$ cat src/rtl/sum4b_seq_ctrl.sv
// Nibble-serial adder sequencer: drives one external 4-bit adder twice per nibble
// (operand add, then carry-in add) to build a NIBBLES*4-bit sum with carry out.
module sum4b_seq_ctrl #(
   parameter int NIBBLES = 4
) (
   input  logic                 clk,
   input  logic                 rst,
   input  logic                 start,
   input  logic [4*NIBBLES-1:0] a,
   input  logic [4*NIBBLES-1:0] b,
   output logic                 busy,
   output logic                 done,
   output logic [4*NIBBLES-1:0] sum,
   output logic                 cout,
   output logic [3:0]           add_x,
   output logic [3:0]           add_y,
   input  logic [3:0]           add_z,
   input  logic                 add_co
);

   localparam int IW = (NIBBLES > 1) ? $clog2(NIBBLES) : 1;

   typedef enum logic [1:0] {
      IDLE   = 2'd0,
      ADD_XY = 2'd1,
      ADD_CI = 2'd2,
      DONE   = 2'd3
   } state_t;

   state_t                    state;
   logic [NIBBLES-1:0][3:0]   a_op;
   logic [NIBBLES-1:0][3:0]   b_op;
   logic [NIBBLES-1:0][3:0]   sum_q;
   logic [IW-1:0]             idx;
   logic                      carry;
   logic                      c1;
   logic [3:0]                p;
   logic                      last_nib;

   assign last_nib = (idx == IW'(NIBBLES - 1));
   assign sum      = sum_q;

   // Adder operands: raw nibbles in the first pass, partial sum plus carry in the second.
   always_comb begin
      add_x = 4'd0;
      add_y = 4'd0;
      case (state)
         ADD_XY: begin
            add_x = a_op[idx];
            add_y = b_op[idx];
         end
         ADD_CI: begin
            add_x = p;
            add_y = {3'b000, carry};
         end
         default: ;
      endcase
   end

   always_ff @(posedge clk or negedge rst) begin
      if (!rst) begin
         state <= IDLE;
         busy  <= 1'b0;
         done  <= 1'b0;
         sum_q <= '0;
         cout  <= 1'b0;
         a_op  <= '0;
         b_op  <= '0;
         idx   <= '0;
         carry <= 1'b0;
         c1    <= 1'b0;
         p     <= 4'd0;
      end else begin
         case (state)
            IDLE: begin
               if (start) begin
                  a_op  <= a;
                  b_op  <= b;
                  idx   <= '0;
                  carry <= 1'b0;
                  busy  <= 1'b1;
                  state <= ADD_XY;
               end
            end
            ADD_XY: begin
               p     <= add_z;
               c1    <= add_co;
               state <= ADD_CI;
            end
            ADD_CI: begin
               // c1 and add_co are mutually exclusive, so OR is the true carry out.
               sum_q[idx] <= add_z;
               carry      <= c1 | add_co;
               if (last_nib) begin
                  cout  <= c1 | add_co;
                  done  <= 1'b1;
                  state <= DONE;
               end else begin
                  idx   <= idx + 1'b1;
                  state <= ADD_XY;
               end
            end
            DONE: begin
               done  <= 1'b0;
               busy  <= 1'b0;
               state <= IDLE;
            end
            default: state <= IDLE;
         endcase
      end
   end

endmodule

$ cat config.mk
export PLATFORM = sky130hd
export DESIGN_NAME = sum4b_seq_ctrl
export DESIGN_NICKNAME = d
export VERILOG_FILES = /design/src/rtl/sum4b_seq_ctrl.sv
export SDC_FILE = /design/constraint.sdc
export NUM_CORES = 1
export LEC_CHECK = 0
export CORE_ASPECT_RATIO = 0.5
export CORE_MARGIN = 2
export CORE_UTILIZATION = 49
export CTS_CLUSTER_DIAMETER = 150
export CTS_CLUSTER_SIZE = 16
export DETAILED_ROUTE_END_ITERATION = 12
export GPL_TIMING_DRIVEN = 0
export PLACE_DENSITY_LB_ADDON = 0.2
export SYNTH_ARGS = -nofsm -noshare
export SYNTH_HDL_FRONTEND = slang
export SYNTH_SLANG_ARGS = --single-unit
$ cat constraint.sdc
create_clock -name clk -period 2.46 [get_ports clk]
set_clock_uncertainty 0.15 [all_clocks]
set_input_delay 0.738 -clock clk [delete_from_list [all_inputs] [get_ports clk]]
set_output_delay 0.738 -clock clk [all_outputs]
set_load 0.03 [all_outputs]
==> impl_results.md <==
* Net Count, Synth at 247
* Failing checks: setup timing
* Initial DRC Count at 74
* Pre-antenna DRT Iters at 4
* Post-DP HPWL at 4.22 mm
* Detailed Route WL at 6.02 mm
* Vias per cell at 5.17
* GP Congestion at 0.742
* Gr ovfl total at 0
* Syn-to-layout area delta at 43.1%
* Initial Utilization at 0.508
* Status: finished with violations
* Count of final hold-check violations at 0
* First-pass GRT wire length at 9.82 mm
* Ant diodes at 0
* Rows at 19
* Core box area at 5490 sq um
* Sequential element share of the synthesized area at 0.547
* Most common cell after layout, fill and taps aside: mux2_2
* Critical Path AT at 1.82 ns
* Worst Setup End Kind: output pin
* Final WS setup at -0.244 ns
* Cell area after synthesis at 2790 sq um
* Fin cells at 362
* Reg clk slew, reported paths at 0.05 ns
* Pwr/cell area at 1460 nW/um^2
* TritonCTS clock tree: built
* Die Area at 6350 sq um
* Count of flip-flops with a built-in enable after synthesis at 0
* Synth Instances at 199
* Slew Limit Fails at 0
* Post-route clock period utilization at 1.10
* DR vias at 1873
* FFs w/ async S/R, synth at 1.00
* Number of cells after detailed placement at 339
* Synth warn at 0
* CP startpoint kind: flip-flop
* Class of the worst hold path: in2async
* Crit Path Category: reg2out
* Skew-Pair Late Insertion Delay at 0.33 ns
* Unrepaired setup endpoints after global routing: true
* Final nets at 332
* Most frequent cells in the layout: 62 x mux2_2, 60 x dfrtp_1, 57 x clkdlybuf4s50_1
* DP Worst Slack at -0.780 ns
* Die height at 57.3 um
* Final setup fails at 8
* Layout cells sized above 1 at 0.433
* Post-layout min period at 2.70 ns
* Pin count of the biggest net entering global routing at 33
* Slew headroom at 0.543
* Max_cap viols at 0
* Initial antenna violation count at 0
* Top_reg_cell synth: dfrtp_1
* Antenna-violating nets left at 0
* Vias in the first global route at 2025
* Max Freq at 370 MHz
* Synth Register Bits at 61
* Max IR drop VDD at 0.754 mV
* Leakage Power at 0.00172 uW
* Max Root-Sink Buffers at 2
* I/O pins at 67
* Synth Area per Inst at 14.0 sq um
* Gr usage total at 0.209
* Die width at 111 um
* Number of distinct library cells after synthesis at 28
* Port bufs at 66
* Worst Tran Pin Value at 0.686 ns
* H-tree depth at 3
* Worst EP required at 1.57 ns
* TritonCTS Sinks at 61
* Crit-path max FO at 7
* Clock buffer count from CTS at 9
* Routed WL per cell at 16.6 um
* CTS root buffer: clkbuf_16
* # DRC at 0
[power breakdown]
part	leakage (uW)	switching [uW]	internal, uW
Clock	0.000140	440	806
Combinational	0.000859	1280	1470
Sequential	0.000719	285	1520
[critical path, cell delays in order (launching register included)]
cell and delay, ns:
dfrtp_1 0.38, buf_6 0.16, buf_4 0.12, mux4_2 0.49
and3_4 0.20, buf_6 0.13
[flip-flops by register name, summed over array words and instances (netlist names)]
| signal | count |
|---|---|
| a_op | 16 |
| b_op | 16 |
| busy | 1 |
| c1 | 1 |
| carry | 1 |
| cout | 1 |
| done | 1 |
| idx | 2 |
| p | 4 |
| state | 2 |
| sum | 16 |
[cells by family after synthesis]
group,share of synthesized area
buffers and inverters,0.0336
DFF,0.547
adders and majority gates,0.0359
AOI/OAI and AO/OA,0.0462
and+or+nand+nor,0.0534
muxes,0.284
[timing repair]
item,CTS,global route
pin swaps,5,4
hold buffers,0,0
buffers inserted,6,4
resized for setup,67,6
setup endpoints to repair,8,8
hold endpoints to repair,0,0
[through the flow]
stage          TNS, ns  hold WS, ns  instance area [sq um]   util  total power [uW]
2_1_floorplan        0        0.292                   2790      -              3440
6_report         -1.49        0.300                   3990  0.727              5810
3_3_place_gp    -86.93        0.314                   3540  0.645              4200
3_5_place_dp     -4.75        0.336                   3560  0.648              4300
5_1_grt          -1.97        0.354                   3990  0.727              6130
4_1_cts          -1.64        0.315                   3940  0.717              5760
[routing by layer]
| layer | up-vias | wire, um | track usage |
|---|---|---|---|
| met5 | - | 0 | 0 |
| met4 | 0 | 58 | 0.0607 |
| met3 | 6 | 322 | 0.0871 |
| met2 | 41 | 3050 | 0.360 |
| met1 | 937 | 2580 | 0.246 |
| li1 | 889 | - | - |
[synthesized netlist by cell type, drive strengths merged, types with 2 or more instances]
master	n	share of area
a21oi	3	0.0054
a22o	3	0.0099
a22oi	5	0.015
and3	3	0.0067
buf	5	0.022
clkbuf	4	0.0054
dfrtp	61	0.55
ha	8	0.036
inv	5	0.0067
mux2	63	0.26
mux4	3	0.024
nand2	14	0.019
nand2b	2	0.0045
nand3	5	0.0090
nor2	3	0.0040
o21ai	5	0.010
[path summary, 6_finish.rpt]
kind                                    start                   end  slack [ns]  cells past startpoint
min reg2reg                  cout$_DFFE_PN0P_      cout$_DFFE_PN0P_        0.34                      2
min                                       rst  b_op[12]$_DFFE_PN0P_        0.30                      1
min in group clk             cout$_DFFE_PN0P_      cout$_DFFE_PN0P_        0.34                      2
max                        idx[0]$_DFFE_PN0P_              add_y[3]       -0.24                      5
max reg2reg                idx[1]$_DFFE_PN0P_   sum[12]$_DFFE_PN0P_        0.66                      3
max in group asynchronous                 rst      cout$_DFFE_PN0P_        1.25                      2
[final cells by class]
class	instances	area, sq um
plain buffers	6	67.6
flip-flops and latches	61	1530
clock buffers	10	239
multi-input cells	124	1220
clock inverters	6	62.6
well taps	73	91.3
repair buffers	77	758
fillers	375	1500
inverters	5	21.3
Power figures use the tool's default switching activity.
